==> src/rtl/seven_seg_display_arbiter.sv <==
// Round-robin arbiter sharing one seven-segment digit bus between NUM_REQ requesters.
// Each grant is held for a minimum time before another requester can take over.
module seven_seg_display_arbiter #(
   parameter int NUM_REQ      = 3,
   parameter int NUM_SEGMENTS = 4,
   parameter int CLK_PER      = 10,
   parameter int HOLD_US      = 500000
) (
   input  logic                                      clk,
   input  logic                                      rst_n,
   input  logic [NUM_REQ-1:0]                        req,
   input  logic [NUM_REQ-1:0][NUM_SEGMENTS-1:0][3:0] req_digits,
   output logic [NUM_REQ-1:0]                        grant,
   output logic [$clog2(NUM_REQ)-1:0]                owner_id,
   output logic [NUM_SEGMENTS-1:0][3:0]              encoded,
   output logic                                      blank,
   output logic                                      switch_pulse
);

   localparam int HOLD_CYCLES = HOLD_US * 1000 / CLK_PER;
   localparam int IW = $clog2(NUM_REQ);
   localparam int CW = $clog2(HOLD_CYCLES);
   localparam logic [CW-1:0] HOLD_MAX = CW'(HOLD_CYCLES - 1);
   localparam logic [NUM_REQ-1:0] ONE = {{(NUM_REQ-1){1'b0}}, 1'b1};

   typedef enum logic {IDLE, OWN} state_t;

   state_t            state;
   logic [CW-1:0]     hold_cnt;
   logic [NUM_REQ-1:0] others;
   logic [IW-1:0]     pick;

   // First set bit of mask at or after last+1, wrapping modulo NUM_REQ.
   function automatic logic [IW-1:0] rr_pick(input logic [IW-1:0] last,
                                             input logic [NUM_REQ-1:0] mask);
      logic [IW-1:0] result;
      logic          found;
      int            idx;
      result = '0;
      found  = 1'b0;
      for (int k = 0; k < NUM_REQ; k++) begin
         idx = (int'(last) + 1 + k) % NUM_REQ;
         if (!found && mask[idx]) begin
            result = IW'(idx);
            found  = 1'b1;
         end
      end
      return result;
   endfunction

   // grant is zero in IDLE, so this is simply req there; in OWN it excludes the owner.
   assign others = req & ~grant;
   assign pick   = rr_pick(owner_id, others);

   always_ff @(posedge clk) begin
      if (!rst_n) begin
         state        <= IDLE;
         grant        <= '0;
         owner_id     <= IW'(NUM_REQ - 1);
         encoded      <= '0;
         blank        <= 1'b1;
         switch_pulse <= 1'b0;
         hold_cnt     <= '0;
      end else begin
         switch_pulse <= 1'b0;
         case (state)
            IDLE: begin
               if (|req) begin
                  state        <= OWN;
                  owner_id     <= pick;
                  grant        <= ONE << pick;
                  encoded      <= req_digits[pick];
                  blank        <= 1'b0;
                  switch_pulse <= 1'b1;
                  hold_cnt     <= '0;
               end else begin
                  grant   <= '0;
                  blank   <= 1'b1;
                  encoded <= '0;
               end
            end
            OWN: begin
               if (!req[owner_id] || (hold_cnt == HOLD_MAX && |others)) begin
                  if (|others) begin
                     owner_id     <= pick;
                     grant        <= ONE << pick;
                     encoded      <= req_digits[pick];
                     switch_pulse <= 1'b1;
                     hold_cnt     <= '0;
                  end else begin
                     state    <= IDLE;
                     grant    <= '0;
                     blank    <= 1'b1;
                     encoded  <= '0;
                     hold_cnt <= '0;
                  end
               end else begin
                  encoded <= req_digits[owner_id];
                  if (hold_cnt != HOLD_MAX) hold_cnt <= hold_cnt + CW'(1);
               end
            end
            default: state <= IDLE;
         endcase
      end
   end

endmodule

==> config.mk <==
export PLATFORM = sky130hd
export DESIGN_NAME = seven_seg_display_arbiter
export DESIGN_NICKNAME = d
export VERILOG_FILES = /design/src/rtl/seven_seg_display_arbiter.sv
export SDC_FILE = /design/constraint.sdc
export NUM_CORES = 1
export LEC_CHECK = 0
export CAP_MARGIN = 30
export CELL_PAD_IN_SITES_DETAIL_PLACEMENT = 1
export CELL_PAD_IN_SITES_GLOBAL_PLACEMENT = 1
export CORE_MARGIN = 5
export CORE_UTILIZATION = 31
export DETAILED_ROUTE_END_ITERATION = 6
export PLACE_DENSITY = 0.69
export REMOVE_ABC_BUFFERS = 1
export SETUP_SLACK_MARGIN = 0.05
export SYNTH_ARGS = -nofsm -noshare
export SYNTH_HDL_FRONTEND = slang
export SYNTH_SLANG_ARGS = --single-unit
==> constraint.sdc <==
create_clock -name clk -period 8.04 [get_ports clk]
set_input_delay 1.608 -clock clk [delete_from_list [all_inputs] [get_ports clk]]
set_output_delay 1.608 -clock clk [all_outputs]
set_load 0.005 [all_outputs]
Word level (Yosys, flattened, before mapping) --
Cells that the tools add are included.
Cells by class: $lt $le $gt $ge 5, $add $sub $neg 4, equal/unequal tests 7, bitwise operators 3, reduce and logical (&&, ||, !) cells 12, div/mod/pow operators 3, shifts and indexed selects 1, mux-type cells 46
Operator list (number):
- 32-bit by 4-bit < comparator with 1-bit output, second input constant | 3
- 32-bit by 3-bit remainder unit with 32-bit output, second input constant | 3
- 16-bit two-way mux | 5
- 26-bit two-way mux | 3
- 16-bit binary-select mux with 2-bit select | 2
- 26-bit one-hot mux with 2 select lines | 1
- 32-bit by 2-bit adder with 32-bit output, second input constant | 1
- 16-bit one-hot mux with 2 select lines | 1
- 26-bit by 1-bit adder with 26-bit output, second input constant | 1
- 26-bit equality test, second input constant | 1
- 26-bit != test, second input constant | 1
- 1-bit two-way mux | 16
- 2-bit two-way mux | 6
- 3-bit two-way mux | 3
- 1-bit binary-select mux with 2-bit select | 4
- 2-bit by 3-bit < comparator with 1-bit output, second input constant | 2
- 1-bit one-hot mux with 2 select lines | 3
- 3-bit one-hot mux with 2 select lines | 1
- 3-bit OR reduction | 2
- 3-bit by 2-bit adder with 4-bit output, second input constant | 1
- 2-bit by 1-bit != test with 1-bit output, second input constant | 2
- 2-bit != test, second input constant | 2
- 2-bit one-hot mux with 2 select lines | 1
- 2-bit AND reduction | 2
- 10 further kinds | 14
Storage, ports and cells: register bits after elaboration 50, logic and storage cells 91, output and inout port bits 23, input bits 53

Longest topological paths before layout --
Gate-level depths: netlist (run 1).
depth in word-level cells 17, depth in mapped cells 12

Least setup slack after synthesis (run 1) --
No wires, ideal clock.
path kind input -> register, start input req[1], end register encoded[0] (netlist name), path buffers 3, slack 4.684 ns, arrival time 3.277 ns, library setup time 0.079 ns, required time 7.961 ns, stages on the path 9, cells stage by stage nand2b_2 and3_4 buf_6 nor4_2 a211oi_1 or4_1 buf_2 buf_6 o221ai_2
Between the ends: word-level cells in the longest chain between the ends 16
Ends and longest elaborated chain:
- start, declared | RTL line 11 | input logic [NUM_REQ-1:0] req,
- 3-bit bitwise AND | RTL line 52 | assign others = req & ~grant;
- 1-bit binary-select mux with 2-bit select | RTL line 43 | if (!found && mask[idx]) begin
- 1-bit two-way mux (not written as such) (2 in series) | RTL line 43
- 1-bit two-way mux | RTL line 43
- 1-bit logical NOT | RTL line 43
- 1-bit logical AND | RTL line 43
- 1-bit two-way mux | RTL line 43
- 1-bit logical NOT | RTL line 43
- 1-bit logical AND | RTL line 43
- 2-bit two-way mux | RTL line 43
- 16-bit binary-select mux with 2-bit select | RTL line 72, 87
- 16-bit two-way mux (not written as such) | RTL line 72, 87
- 16-bit two-way mux | RTL line 84 | if (|others) begin
- 16-bit two-way mux | RTL line 83 | if (!req[owner_id] || (hold_cnt == HOLD_MAX && |others)) begin
- 16-bit one-hot mux with 2 select lines (*) | RTL line 66 | case (state)
- end signal, assigned | RTL line 72 | encoded <= req_digits[pick];
- end signal, assigned | RTL line 87 | encoded <= req_digits[pick];
- end signal, assigned | RTL line 98 | encoded <= req_digits[owner_id];
- end, declared | RTL line 15 | output logic [NUM_SEGMENTS-1:0][3:0] encoded,
Mark *: on every way between the ends. The rest lies on a longest branch, timed or not. The select of a mux whose other input is x is not followed. A chain may end at the register's enable or synchronous reset.

Final worst setup path (run 1) --
start input req[0], end register encoded[12] (netlist name)
The elaborated chain is that of the path after synthesis.

==> metrics.txt, run 1 <==
number of enable flip-flop cells after synthesis 0; Worst slew margin 0.389; I/O pin cnt 76; register share of total power 0.331; VDD IR max ~0.12 mV; synth unique cells between 50 and 60; Max Fclk around 250 MHz; Via density 5.10; fillers approximately 1200; Seq/Total Area, Yosys 0.322; vias in the first global route 3192; clock sink count 50; Avg WL per Cell 16.1 um; antenna cells 0; DRT Wirelength about 9.4 mm; port bufs 75; status finished clean; DP Cell Count about 570; TritonCTS clock tree built; total grt overflow 0; NumNets Final slightly above 500; Pins Over Slew Limit 0; Worst Tran Pin Value roughly 920 ps; Clock Path Buffers 2; period utilization 0.505; area share of the largest cell type after synthesis 0.322; Setup violations, final 0; core footprint between 9000 and 10000 um2; syn avg cell area around 8.2 um2; top cells by area, synth dfxtp_1, mux2i_1, nand2_1; clock power share 0.173; die width roughly 110 um; Initial Util 0.318; Rows 36; area leader, netlist dfxtp_1; Clock transition at path regs 90 ps; asr flop ratio synth 0; CP Data Required Time 8250 ps; critical path type input port to flip-flop; CP Launch Type input port; first-pass GRT wire length approximately 16 mm; hpwl dp between 7 and 8 mm; P_leak 1.46 nW; GRT Total Usage 0.164; RePlAce Congestion slightly below 0.9; Seq cells post-synth 50; clk_lat worst skew 300 ps; Setup WS pre-CTS approximately 3600 ps; CP max FO 20; ANT nets after route 0; Mapped Area slightly above 3000 um2; largest net degree at the start of global routing 28; Main synth FF type dfxtp_1; Clock Root Buffer clkbuf_8; Post-CTS Setup Repair Bufs 0; non-filler instance count after layout 582; Critical Path Sink Type flip-flop; Fin. Hold Viols 0; unrepaired setup endpoints after global routing no; Combinational Power Share 0.496; setup total negative slack 0 ps; Worst EP arrival 4270 ps; Max Cap Viol 0; initial antenna violation count 0; CTS Buf Count 5; layout cell share with drive strength beyond 1 0.0846; Mapped Cells between 300 and 400; Post-CTS Hold Fix Bufs 0; Min-Delay Path Class flip-flop to flip-flop; number of synthesis warnings 0; post-cts sizing count 0; Area Overhead vs Synth 32.3%; CTS H-tree lvls 2; sw frac 0.361; fin crit period just over 4000 ps; Switch Pwr about 0.36 mW; final worst setup slack 3980 ps; Die H about 110 um; clk_skew around 9.6 ps; drt pass-1 iters 4; Cell Pwr Density 240 nW/um2; number of remaining DRC errors 0; DIE AREA roughly 12000 um2; P_int between 0.6 and 0.7 mW; DRT iter0 DRCs 89; DR vias 2970
==> cells in the mapped netlist (3+ instances only) <==
library cell and instances:
mux2i_1 35, nand2b_1 4, nand2_1 57, dfxtp_1 50
clkbuf_1 7, nor3_1 5, a211oi_1 4, nand4_1 7
a21oi_1 9, buf_2 7, o221ai_2 9, nor2b_1 4
nor4_1 3, xor2_1 10, nor2_1 34, xnor2_1 9
nor4b_1 3, o221ai_1 7, o21ai_0 25, inv_1 26
ha_1 5, and4_1 3, nand3_1 14
==> kinds of logic after synthesis <==
kind of cell | count (synthesis) | synth area share
AND/OR/NAND/NOR | 152 | 0.251
multiplexers | 37 | 0.120
flip-flops | 50 | 0.322
adder cells (fa/ha/maj) | 5 | 0.0201
XOR/XNOR | 19 | 0.0535
buffers and inverters | 44 | 0.0620
AO/OA/AOI/OAI | 70 | 0.172
==> area by class of cell <==
| cell class | instances | area (um2) | share of cell area |
|---|---|---|---|
| clock buffers | 8 | 110 | 0.0268 |
| inverters | 26 | 97.6 | 0.0237 |
| multi-input cells | 283 | 1940 | 0.471 |
| flip-flops and latches | 50 | 1000 | 0.243 |
| well taps | 133 | 166 | 0.0405 |
| repair buffers | 82 | 801 | 0.195 |
==> per-stage QoR <==
step	util	total power, mW	area (um2)	hold slack (ps)
6_report	0.421	0.986	4110	497
5_1_grt	0.421	1.05	4110	529
4_1_cts	0.420	1.00	4110	502
3_5_place_dp	0.409	0.827	4000	485
3_3_place_gp	0.409	0.820	4000	480
2_1_floorplan	-	0.593	3010	447
==> worst max-delay path: stages <==
cell and delay, ps:
clkdlybuf4s50_1 560, nor2b_1 160, o21ai_0 90, a21oi_1 240, a311oi_4 70, buf_4 260, or4_1 930, o221ai_1 350
==> registers in the layout, indices dropped and copies added (netlist names) <==
| signal | count |
|---|---|
| hold_cnt | 26 |
| owner_id | 2 |
| state | 1 |
| switch_pulse | 1 |
| blank | 1 |
| encoded | 16 |
| grant | 3 |
==> placed cells by master (no fill, tap or decap), drive strengths merged, types with 8 or more instances in the layout <==
cell / synthesis / final
clkbuf: 7 / 8
xor2: 10 / 10
dfxtp: 50 / 50
o221ai: 16 / 16
nand3: 14 / 14
xnor2: 9 / 9
inv: 26 / 26
clkdlybuf4s50: 0 / 75
o21ai: 26 / 26
nand2: 57 / 57
mux2i: 35 / 35
a21oi: 11 / 11
nor2: 34 / 34
==> worst paths after layout <==
| kind | start | end | slack, ps | cells past startpoint |
|---|---|---|---|---|
| worst max-delay path | req[0] | encoded[12]$_SDFF_PN0_ | 3980 | 8 |
| worst min-delay path | grant[1]$_SDFFE_PN0P_ | grant[1]$_SDFFE_PN0P_ | 500 | 2 |
| worst max register to register | owner_id[1]$_SDFFE_PN1P_ | encoded[12]$_SDFF_PN0_ | 4790 | 10 |
| worst min register to register | grant[1]$_SDFFE_PN0P_ | grant[1]$_SDFFE_PN0P_ | 500 | 2 |
==> power by group through the flow <==
stage	registers (mW)	logic, mW	clock network (mW)
final	0.326	0.489	0.171
after global routing	0.333	0.535	0.186
after floorplan	0.349	0.243	0
after CTS	0.327	0.498	0.178
after global placement	0.332	0.488	0
after detailed placement	0.331	0.496	0
==> routing by layer <==
layer,wire [um],track usage
met5,0,0
met3,456,0.0472
met1,4270,0.205
met4,74,0.0361
met2,4560,0.279
No activity file was read; power rests on OpenSTA's default activity.
==> inputs of run 2 (changes only) <==
==> constraint.sdc (replaced) <==
create_clock -name clk -period 4.25 [get_ports clk]
set_input_delay 0.85 -clock clk [delete_from_list [all_inputs] [get_ports clk]]
set_output_delay 0.85 -clock clk [all_outputs]
set_load 0.005 [all_outputs]
==> run 2 against run 1 <==
  * Die area unchanged
  * Clock power up 72%
  * Core utilization about the same
  * Register-to-register slack worse by 3400 ps
==> metrics.txt, run 2 (synthesized netlist as in run 1, its figures left out) <==
Post-DP Area 4020 um2 (+0.56%); Cell Pwr Density 450 nW/um2 (+88%); Via density 5.12 (+0.33%); largest net degree at the start of global routing 23 (-18%); unrepaired setup endpoints after global routing no; GRT Total Usage 0.162 (-0.00185); DR vias 2990 (+0.67%); period utilization 0.738; Area Overhead vs Synth 32.3% (about the same); Clock transition at path regs 90 ps (about the same); CP max FO 17 (-15%); critical path type input port to flip-flop; status finished clean; DRT Wirelength 9.41 mm (+0.61%); Hold Path Sink blank$_SDFFE_PN1P_; Worst Tran Pin Value 810 ps (-106 ps); r2r startpoint owner_id[1]$_SDFFE_PN1P_; area of the multi-input gates 1940 um2 (unchanged); Rows 36 (unchanged); non-filler instance count after layout 584 (+0.34%); Setup violations, final 0 (unchanged); FF/Latch Area 1000 um2 (unchanged); Worst EP arrival 3280 ps (-990 ps); port bufs 75 (unchanged); I/O pin cnt 76 (unchanged); fillers 1220 (+0.91%); total grt overflow 0 (unchanged); die width 110 um (unchanged); DRT iter0 DRCs 55 (-38%); Top reg by flops hold_cnt; fin crit period between 3000 and 4000 ps; Worst R2R Setup Slack 1360 ps (-3430 ps); crit-path leading delay family simple AND/OR/NAND/NOR gates; Max Fclk around 320 MHz; Setup WS pre-CTS 803 ps (-2830 ps); hpwl dp 7.29 mm (+3.4%); CTS Buf Count 5 (unchanged); max FFs per register 26 (unchanged); Max Cap Viol 0 (unchanged); NumNets Final 508 (+0.40%); Hold WS 504 ps (+7.22 ps); CTS H-tree lvls 2 (unchanged); Post-CTS Setup Repair Bufs 0 (unchanged); Clock Path Buffers 2 (unchanged); Reg2Reg Capture Point encoded[9]$_SDFF_PN0_; RePlAce Congestion 0.808 (-7.9%); Post-CTS Hold Fix Bufs 0 (unchanged); clock sink count 50 (unchanged); Pins Over Slew Limit 0 (unchanged); Worst slew margin 0.460 (+0.0708); CP max-delay cell or3b_1; final worst setup slack 1110 ps (-2860 ps); CP Launch Type input port; ANT nets after route 0 (unchanged); largest stage delay on the critical path 710 ps (-220 ps); Min-Delay Path Class flip-flop to flip-flop; commonest non-fill, non-tap cell in the layout clkdlybuf4s50_1; setup total negative slack 0 ps (unchanged); P_leak 1.46 nW (about the same); critical path depth 7 (-1); CP Data Required Time 4390 ps (-3860 ps); antenna cells 0 (unchanged); layout cell share with drive strength beyond 1 0.0865 (+0.00184); TritonCTS clock tree built; biggest regs hold_cnt: 26 flops, encoded: 16 flops, grant: 3 flops; VDD IR max 0.362 mV (+200%); DIE AREA 12100 um2 (unchanged); vias in the first global route 3295 (+3.2%); core footprint 9770 um2 (unchanged); initial antenna violation count 0 (unchanged); Hold Crit Start blank$_SDFFE_PN1P_; first-pass GRT wire length 15.6 mm (about the same); Avg WL per Cell 16.1 um (+0.26%); hold depth 2 (unchanged); clk_lat worst skew 300 ps (about the same); WP buf/inv 1 (-1); Clock Root Buffer clkbuf_8; number of remaining DRC errors 0 (unchanged); drt pass-1 iters 4 (unchanged); clk_skew 7.18 ps (-2.42 ps); Fin. Hold Viols 0 (unchanged); r2r worst-path depth 7 (-3); commonest cells after routing, fill and taps aside clkdlybuf4s50_1, nand2_1, dfxtp_1; DP Cell Count 576 (+0.52%); Die H 110 um (unchanged); final instance area 4110 um2 (about the same); post-cts sizing count 0 (unchanged); Initial Util 0.318 (unchanged); Critical Path Sink Type flip-flop; cells along the critical path clkdlybuf4s50_1 > nand2b_1 > and3_4 > nor4_2 > a211oi_1 > or3b_1 > o221ai_1
[run 2: area by class of cell]
cell class	instances	area share
clock buffers	7	0.0210
multi-input cells	283	0.471
repair buffers	84	0.199
inverters	26	0.0237
flip-flops and latches	50	0.243
well taps	133	0.0405
clock inverters	1	0.00122
[run 2: worst reg2reg max path, delay by kind of cell (launching register included)]
| family | cells | cell delay (ps) |
|---|---|---|
| and+or+nand+nor | 2 | 1050 |
| AOI/OAI and AO/OA | 4 | 870 |
| DFF | 1 | 490 |
| adders and majority gates | 1 | 400 |
[run 2: worst max-delay path by stage]
stage / to / start
CTS: encoded[9]$_SDFF_PN0_ / req[2]
detailed placement: encoded[9]$_SDFF_PN0_ / req[2]
global placement: encoded[2]$_SDFF_PN0_ / req[2]
finish: encoded[9]$_SDFF_PN0_ / req[2]
global route: encoded[14]$_SDFF_PN0_ / req[2]
floorplan: encoded[12]$_SDFF_PN0_ / owner_id[1]$_SDFFE_PN1P_
[run 2: routing by layer]
| metal | part of all wire | global-route usage |
|---|---|---|
| met5 | 0 | 0 |
| met3 | 0.056 | 0.0454 |
| met4 | 0.010 | 0.0396 |
| met1 | 0.45 | 0.203 |
| met2 | 0.49 | 0.274 |
[run 2: where the power goes]
part / total [mW] / switching [mW] / internal [mW]
clock network: 0.294 / 0.162 / 0.132
registers: 0.628 / 0.0590 / 0.569
logic: 0.928 / 0.464 / 0.464
total: 1.85 / 0.686 / 1.16
[run 2: through the flow]
step,util,total power [mW]
after CTS,0.421,1.88
after floorplan,-,1.12
after detailed placement,0.411,1.57
final,0.421,1.85
after global routing,0.421,1.98
after global placement,0.411,1.55
==> inputs of run 3 (changes only) <==
--- a/config.mk
+++ b/config.mk
@@ -11,7 +11,7 @@
 export CORE_MARGIN = 5
 export CORE_UTILIZATION = 31
 export DETAILED_ROUTE_END_ITERATION = 6
-export PLACE_DENSITY = 0.69
+export PLACE_DENSITY = 0.72
 export REMOVE_ABC_BUFFERS = 1
 export SETUP_SLACK_MARGIN = 0.05
 export SYNTH_ARGS = -nofsm -noshare
==> constraint.sdc (replaced) <==
create_clock -name clk -period 2.6 [get_ports clk]
set_input_delay 0.52 -clock clk [delete_from_list [all_inputs] [get_ports clk]]
set_output_delay 0.52 -clock clk [all_outputs]
set_load 0.005 [all_outputs]
==> run 3 against run 2 <==
  * Die area unchanged
  * Cell count up 4.5%
  * Cell area up 6.5%
  * Total power up 77%
  * Flip-flop and latch count unchanged
  * Register-to-register slack worse by 1200 ps
  * Largest power group unchanged
  * Worst setup slack worse by 950 ps
  * Clock skew up 12 ps
  * Worst hold slack worse by 8.4 ps
  * Wire length up 6.0%
  * Sequential power up 61%
  * Critical endpoint unchanged
  * Clock power up 71%
==> metrics.txt, run 3 (synthesized netlist as in run 1, its figures left out) <==
status finished clean; final worst setup slack 161 ps (-954 ps); Hold WS 496 ps (-8.36 ps); number of remaining DRC errors 0 (unchanged); critical path type flip-flop to flip-flop; Max Cap Viol 0 (unchanged); clock sink count 50 (unchanged); DP Cell Count 602 (+4.5%); met2 GRT Util 0.315 (+0.0412); Top reg by flops hold_cnt; core footprint 9770 um2 (unchanged); Via density 5.14 (+0.41%); Pins Over Slew Limit 0 (unchanged); Clock transition at path regs 110 ps (+20 ps); fin crit period 2440 ps; layout cell share with drive strength beyond 1 0.147 (+0.0603); Area Overhead vs Synth 40.9%; largest net degree at the start of global routing 21 (-8.7%); NumNets Final 534 (+5.1%); CTS Buf Count 5 (unchanged); Avg WL per Cell 16.4 um (+1.5%); DR vias 3136 (+4.9%); GRT Total Usage 0.173 (+0.0117); CTS H-tree lvls 2 (unchanged); Setup violations, final 0 (unchanged); biggest regs hold_cnt: 26 flops, encoded: 16 flops, grant: 3 flops; clk_lat worst skew 310 ps (about the same); r2r startpoint owner_id[1]$_SDFFE_PN1P_; max FFs per register 26 (unchanged); commonest cells after routing, fill and taps aside clkdlybuf4s50_1, nand2_1, dfxtp_1; first-pass GRT wire length 16.6 mm (+6.4%); commonest non-fill, non-tap cell in the layout clkdlybuf4s50_1; Layout Utilization 0.448 (+0.0275); clk_skew 19.0 ps (+11.8 ps); non-filler instance count after layout 610 (+4.5%); die width 110 um (unchanged); vias in the first global route 3575 (+8.5%); CP Launch Type flip-flop; Cell Pwr Density 748 nW/um2 (+66%); Hold Crit Start blank$_SDFFE_PN1P_; P_leak 1.61 nW (+10%); met3 usage 0.0454 (unchanged); Min-Delay Path Class flip-flop to flip-flop; Setup WS pre-CTS -164 ps (-967 ps); M1 GR Usage 0.196 (-0.00699); Die H 110 um (unchanged); DIE AREA 12100 um2 (unchanged); Max Fclk 410 MHz; Clock Root Buffer clkbuf_8; Initial Util 0.318 (unchanged); Worst Tran Pin Value 381 ps (-429 ps); I/O pin cnt 76 (unchanged); unrepaired setup endpoints after global routing no; gr busiest metal met2; RePlAce Congestion 0.819 (+1.3%); VDD IR max 0.394 mV (+9.0%); period utilization 0.938; hpwl dp 7.77 mm (+6.5%); TritonCTS clock tree built; Post-CTS Hold Fix Bufs 0 (unchanged); DRT Wirelength 9.98 mm (+6.0%); antenna cells 0 (unchanged); CP Launch Point owner_id[1]$_SDFFE_PN1P_; Critical Path Sink Type flip-flop; ANT nets after route 0 (unchanged); setup total negative slack 0 ps (unchanged); Rows 36 (unchanged); Fin. Hold Viols 0 (unchanged); DRT iter0 DRCs 73 (+33%); initial antenna violation count 0 (unchanged); Worst slew margin 0.744 (+0.283); Post-CTS Setup Repair Bufs 0 (unchanged); total grt overflow 0 (unchanged); CP Data Required Time 2840 ps (-1550 ps); CP max FO 17 (unchanged); drt pass-1 iters 4 (unchanged); Worst EP arrival 2670 ps (-610 ps); post-cts sizing count 2 (+2); Clock Path Buffers 2 (unchanged); port bufs 75 (unchanged)
run 3: changes by cell type in the layout (fill, tap and decap cells not counted), sizes merged:
cell,change
clkbuf,-1
clkinvlp,+1
buf,+26
run 3: critical path, cell delays in order (launching register included):
cell	delay, ps
dfxtp_2	360
buf_4	160
ha_1	220
and4bb_2	350
o32ai_1	90
a21oi_1	170
o21ai_1	120
or4_1	500
buf_6	190
o221ai_1	200
run 3: metal layers:
layer	up-vias	wire [um]
met5	-	0
met4	0	223
met3	17	535
met2	78	5040
li1	1532	-
met1	1509	4180
run 3: final cells by class:
class	count	area [um2]
fill	1191	5390
multi-input combinational	283	1950
inverter	26	97.6
timing repair buffer	110	1070
tap	133	166
sequential	50	1000
clock buffer	6	82.6
clock inverter	2	12.5
run 3: final timing paths:
check,depth (start not counted),end,slack [ps]
worst max-delay path,9,encoded[9]$_SDFF_PN0_,160
worst min-delay path,2,blank$_SDFFE_PN1P_,500
worst max register to register,9,encoded[9]$_SDFF_PN0_,160
worst min register to register,2,blank$_SDFFE_PN1P_,500
run 3: where the power goes:
group,internal (mW),switching (mW)
clock,0.215,0.287
sequential,0.931,0.0833
combinational,0.945,0.815
run 3: through the flow:
stage	total power [mW]	instance area, um2
floorplan	1.83	3010
global placement	2.72	4270
detailed placement	2.75	4270
CTS	3.30	4370
global route	3.49	4380
finish	3.28	4380
==> variant 1 (settings of run 2) <==
Change the parameter `NUM_REQ` from 3 to 6.
--- a/src/rtl/seven_seg_display_arbiter.sv
+++ b/src/rtl/seven_seg_display_arbiter.sv
@@ -2,5 +2,5 @@
 // Each grant is held for a minimum time before another requester can take over.
 module seven_seg_display_arbiter #(
-   parameter int NUM_REQ      = 3,
+   parameter int NUM_REQ      = 6,
    parameter int NUM_SEGMENTS = 4,
    parameter int CLK_PER      = 10,
Ports: changed (resized grant, owner_id, req and req_digits); port bits go from 76 to 131. No check against the original RTL was run, so the function may have changed too.
==> variant 1 against run 2 <==
The flow now finishes with violations (setup timing). Die area up 85%. Sequential cell count is 4 higher. Global-route usage increased by 6.5 points. Design area rose by 120%. Wire length rose to 2.8 times the old value. Worst setup slack worse by 1.2 ns. Count of clock-buffer cells in the layout decreased by 2. First-iteration DRC count increased to 5.9 times the old value. Critical path depth rose by 11. Sequential share of layout area is 12 points lower. Synthesized cell count up 110%. Area after synthesis increased by 95%.
Power is left out: the tool's default activity adds up to more than one toggle a clock period on the data nets, which glitch-free logic cannot reach.
==> variant 1: results (changes against run 2) <==
- The iteration count of the initial detailed-routing pass was 5 (+1).
- The placed wire-length estimate after detailed placement was 19360 um (+170%).
- The cell sitting at the root of the clock tree is a sky130_fd_sc_hd__clkbuf_16.
- The sequential share of the synthesized area came to 17.85% (-14 points).
- Post-synth cell types: 84 (+47%)
- Fillers: 2305 (+89%)
- The transition time at the pin with the least slew margin was 0.5289 ns (-0.2808 ns).
* Violated checks: setup timing
- Final weighted congestion of routability-driven global placement: 0.9096 (+13%)
* Largest registers: hold_cnt: 26 flops, encoded: 16 flops, grant: 6 flops
- The flow ran to the end, but the final reports show violations.
- The endpoint arrival time on the critical path came to 4.59 ns (+1.31 ns).
* Share of cells above drive strength 1: 24.44% (+16 points)
* H-tree Lvls: 2 (unchanged)
- Clk_skew: 0.01076 ns (+0.003577 ns)
- The worst setup slack before clock tree synthesis is -0.2767 ns (-1.080 ns).
- The routed length on met3 is 1513 um (+190%).
- Among all cell types in the netlist, the one instantiated most often is sky130_fd_sc_hd__o21ai_0.
- The wire length of the first global-routing pass is 40980 um (+160%).
- Routed via count divided by cell count: 5.726 (+12%)
* Number of DRC markers in iteration 0: 326 (+490%)
* Post-layout nets: 1143 (+130%)
* Number of port buffers: 130 (+73%)
- Via count of the first global-routing pass: 7685 (+130%)
- Largest net degree at the start of global routing: 34 (+48%)
- Met2 Routed Length: 12420 um (+170%)
- Overall track demand over capacity in global routing: 22.66% (+6.5 points)
* R2r worst-path depth: 18 (+11)
* Final number of setup-violating endpoints: 18 (+18)
* Ranking of synthesized cells by instance count: sky130_fd_sc_hd__o21ai_0, sky130_fd_sc_hd__nand2_1, sky130_fd_sc_hd__nor2_1
- Post-layout worst setup margin: -0.09477 ns (-1.210 ns)
- Ranking of synthesized cells by area: sky130_fd_sc_hd__dfxtp_1, sky130_fd_sc_hd__mux2i_1, sky130_fd_sc_hd__o21ai_0
* Max Fanout on Critical Path: 4 (-13)
* Worst setup path startpoint: owner_id[0]
- The sum of routed wire length over all layers is 25930 um (+180%).
* Wl on met1: 11390 um (+170%)
==> variant 1: changes by cell type in the layout (fill, tap and decap cells not counted), sizes merged, moves of 21 or more <==
cell | before | now
clkdlybuf4s50 | 75 | 130
nand4 | 7 | 48
or3 | 1 | 22
a21oi | 11 | 53
o21ai | 26 | 88
buf | 9 | 134
nor2 | 34 | 68
==> variant 1: critical path, stage by stage (launching register included) <==
cell                       delay (ns)
sky130_fd_sc_hd__dfxtp_4         0.39
sky130_fd_sc_hd__ha_4            0.17
sky130_fd_sc_hd__xor2_4          0.24
sky130_fd_sc_hd__buf_6           0.15
sky130_fd_sc_hd__inv_4           0.04
sky130_fd_sc_hd__ha_4            0.15
sky130_fd_sc_hd__or4b_1          0.50
sky130_fd_sc_hd__o31a_1          0.28
sky130_fd_sc_hd__o21ai_4         0.17
sky130_fd_sc_hd__buf_6           0.12
sky130_fd_sc_hd__a211oi_2        0.06
sky130_fd_sc_hd__or4_4           0.56
sky130_fd_sc_hd__nand4_4         0.13
sky130_fd_sc_hd__o31ai_1         0.10
sky130_fd_sc_hd__a211o_1         0.29
sky130_fd_sc_hd__or4_4           0.53
sky130_fd_sc_hd__buf_6           0.16
sky130_fd_sc_hd__a21oi_1         0.13
sky130_fd_sc_hd__or3_1           0.13
==> variant 1: through the flow <==
stage	setup TNS, ns	utilization, %	instance area (um^2)	cells	hold slack, ns
2_1_floorplan	-95.20	-	5782	746	0.4503
3_3_place_gp	-2.534	43.77	8462	1265	0.4503
3_5_place_dp	-4.424	43.77	8462	1265	0.4663
4_1_cts	-0.3138	46.32	8956	1282	0.4764
5_1_grt	-3.563	47.48	9180	1284	0.4996
6_report	-1.089	47.48	9180	1284	0.4710
==> variant 1: layer usage <==
layer  up-vias  GRT usage (%)
li1       3482              -
met4         0          5.398
met1      3613          29.73
met3        43          3.725
met2       214          39.00
met5         -              0
==> variant 1: final timing paths <==
kind / end / slack, ns
worst max-delay path: encoded[15] / -0.09
worst min-delay path: blank / 0.47
worst max register to register: encoded[15] / -0.09
worst min register to register: blank / 0.47
==> variant 1: cells by family (layout without fill, tap and decap cells) <==
logic type	Yosys count	after routing	synth area share, %
compound gates	232	232	24.32
buf+inv	70	283	5.144
fa+ha+maj	21	21	4.339
xor+xnor	27	27	4.029
flops	54	54	17.85
mux	67	67	14.92
simple gates	335	335	29.40
==> variant 1: cell type report <==
cell class,count,share of cell area (%)
repair buffers,265,27.61
flip-flops and latches,54,11.86
clock inverters,3,0.2590
well taps,265,3.612
clock buffers,5,1.363
multi-input cells,682,54.86
inverters,10,0.4361
==> variant 1: what timing repair did <==
item                                    in CTS  in global routing
endpoints found under the setup margin      23                 25
pin swaps                                    6                 15
hold endpoints to repair                     0                  0
buffers inserted                             7                  1
cloned                                       2                  1
resized for setup                           57                 64
==> variant 2 (config.mk and constraints of run 2) <==
Without the edit above. Make the reset (`rst_n`) asynchronous in one clocked block.
--- a/src/rtl/seven_seg_display_arbiter.sv
+++ b/src/rtl/seven_seg_display_arbiter.sv
@@ -53,5 +53,5 @@
    assign pick   = rr_pick(owner_id, others);
 
-   always_ff @(posedge clk) begin
+   always_ff @(posedge clk or negedge rst_n) begin
       if (!rst_n) begin
          state        <= IDLE;
Formal check against the unedited RTL: differs if rst_n is asserted again (counterexample within 4 cycles, from zero or initial values and one cycle with rst_n low); with rst_n held inactive, the same outputs for 4 cycles.
==> variant 2 against run 2 <==
Worst setup slack worse by 0.090 ns. Combinational power is 33% higher. Sequential cell count stayed put. Largest cell class unchanged. Area after synthesis is 1.9% higher. Highest routed layer unchanged. Wire length is 6.2% higher. Largest power group unchanged. Design area is 1.2% higher. Power is 20% higher. Hold slack better by 0.016 ns.
==> variant 2: results (changes against run 2) <==
- Clock Tree Root: sky130_fd_sc_hd__clkbuf_8
- The sequential share of the synthesized area is 39.57% (+7.4 points).
* Final weighted congestion of routability-driven global placement: 0.8095 (+0.17%)
- Clock-pin slew was measured on the worst setup and hold paths at 0.10 ns.
- Ranking of synthesized cells by area: sky130_fd_sc_hd__dfrtp_1, sky130_fd_sc_hd__nand4_1, sky130_fd_sc_hd__nand3_1
- Largest net degree at the start of global routing: 35 (+52%)
- The delay of the slowest cell on the worst path came to 0.83 ns (+0.12 ns).
- The placed cell count came to 572 (-0.69%).
- The met2 layer usage reported by global route was 28.20% (+0.77 points).
- Data arrival time of the critical path: 3.48 ns (+0.20 ns)
- The met3 layer usage reported by global route is 4.531% (-0.012 points).
- The detailed router's first-iteration violation count was 77 (+40%).
- The largest registers in the layout are hold_cnt: 26 flops, encoded: 16 flops, grant: 3 flops.
- Fraction of registers with async set or reset after synthesis: 100.0% (+100 points)
- The post-cts gate resize count is 0 (unchanged).
* Synth Warn #: 0 (unchanged)
* Worst path top cell family by delay: simple AND/OR/NAND/NOR gates
- Routed via count divided by cell count: 5.317 (+3.9%)
* Skew-Pair Late Insertion Delay: 0.32 ns (+0.02 ns)
- Final routed wire length divided by cell count: 17.24 um (+6.9%)
* Antenna violations before repair: 0 (unchanged)
* Antenna diodes: 0 (unchanged)
- Router iterations before antenna repair: 4 (unchanged)
- The post-CTS setup repair buffer count was 0 (unchanged).
* Max VDD drop: 0.2839 mV (-22%)
* Total via count in the routed design: 3084 (+3.1%)
- H-tree Lvls: 2 (unchanged)
* Hold WC Path Type: input port to async pin
* Max Fanout on Critical Path: 13 (-4)
* Number of port buffers: 75 (unchanged)
* Share of cells above drive strength 1: 7.658% (-0.99 points)
- The synthesized instance count was 372 (-1.3%).
- Worst slew slack as a fraction of its limit: 38.98% (-7.0 points)
- The standby leakage power was 1.626 nW (+11%).
* Met1 routing resource usage after global routing: 20.62% (+0.36 points)
- The number of different library cells in the post-synthesis netlist was 48 (-16%).
* Via count of the first global-routing pass: 3386 (+2.8%)
* Fillers: 1188 (-2.6%)
- The overall fraction of global-route tracks in use came to 16.61% (+0.44 points).
- Clk_skew: 0.01485 ns (+0.007672 ns)
- Number of CTS-inserted buffers: 5 (unchanged)
* Result of the run: complete, no violations
- DP Wirelength: 7247 um (-0.64%)
* Critical path's slowest cell: sky130_fd_sc_hd__nor4_2
- The depth of the worst register-to-register path is 9 (+2).
- The maximum root-to-sink buffer count came to 2 (unchanged).
- The count of nets after finishing was 501 (-1.4%).
- Wire length of the first global-routing pass: 17040 um (+9.0%)
- After synthesis, the most frequently instantiated cells are sky130_fd_sc_hd__dfrtp_1, sky130_fd_sc_hd__nand2_1, sky130_fd_sc_hd__nand3_1.
==> variant 2: cell count changes in the layout (fill, tap and decap cells not counted), sizes merged, moves of 11 or more <==
cell / delta
dfrtp: +48
nand2: -11
dfxtp: -50
nand3: +29
mux2i: -18
o221ai: -16
inv: -20
nand4: +33
==> variant 2: final cells by class <==
type / instances / share of cell area (%)
clock buffers: 7 / 2.074
clock inverters: 1 / 0.1202
inverters: 6 / 0.5410
multi-input cells: 294 / 43.07
flip-flops and latches: 50 / 30.12
well taps: 136 / 4.088
repair buffers: 86 / 19.99
==> variant 2: power breakdown <==
group          total (W)  internal, W  switching [W]
Sequential      0.000683     0.000599      0.0000839
Clock           0.000305     0.000132       0.000173
Combinational    0.00123     0.000530       0.000697
==> variant 2: worst reg2reg max path, delay by kind of cell (launching register included) <==
family | cells | cell delay, ns
fa+ha+maj | 1 | 0.41
buf+inv | 2 | 0.58
compound gates | 3 | 0.49
simple gates | 3 | 0.44
flops | 1 | 0.83
==> variant 2: logic make-up (layout without fill, tap and decap cells) <==
family	count (synthesis)	after routing	synth area share (%)
adder cells (fa/ha/maj)	5	5	1.975
XOR/XNOR	21	21	5.806
multiplexers	17	17	5.371
AO/OA/AOI/OAI	54	54	11.37
flip-flops	50	50	39.57
AND/OR/NAND/NOR	197	197	31.87
buffers and inverters	28	100	4.028
==> variant 2: final timing paths <==
| path | slack, ns | start | endpoint |
|---|---|---|---|
| worst max register to register | 1.38 | owner_id[1] | encoded[14] |
| worst min-delay path | 0.52 | rst_n | hold_cnt[9] |
| worst min register to register | 0.53 | grant[2] | grant[2] |
| worst max-delay path | 1.02 | req[0] | encoded[14] |
| max in group asynchronous | 2.92 | rst_n | owner_id[1] |
| min in group clk | 0.53 | grant[2] | grant[2] |
==> variant 2: metrics by stage <==
stage | hold slack (ns) | cell area (um^2) | setup WS, ns | total power [W]
6_report | 0.5197 | 4163 | 1.025 | 0.002214
5_1_grt | 0.5563 | 4163 | 0.7423 | 0.002378
4_1_cts | 0.5305 | 4163 | 1.029 | 0.002246
3_5_place_dp | 0.5080 | 4071 | 0.6979 | 0.001926
3_3_place_gp | 0.5156 | 4060 | 0.8510 | 0.001893
2_1_floorplan | 0.4863 | 3063 | 0.9500 | 0.001322
==> variant 2: routing by layer <==
| metal | vias to the layer above | share of wire (%) |
|---|---|---|
| met5 | - | 0 |
| met4 | 0 | 1.5 |
| met3 | 14 | 6.1 |
| met2 | 89 | 49 |
| met1 | 1493 | 44 |
| li1 | 1488 | - |
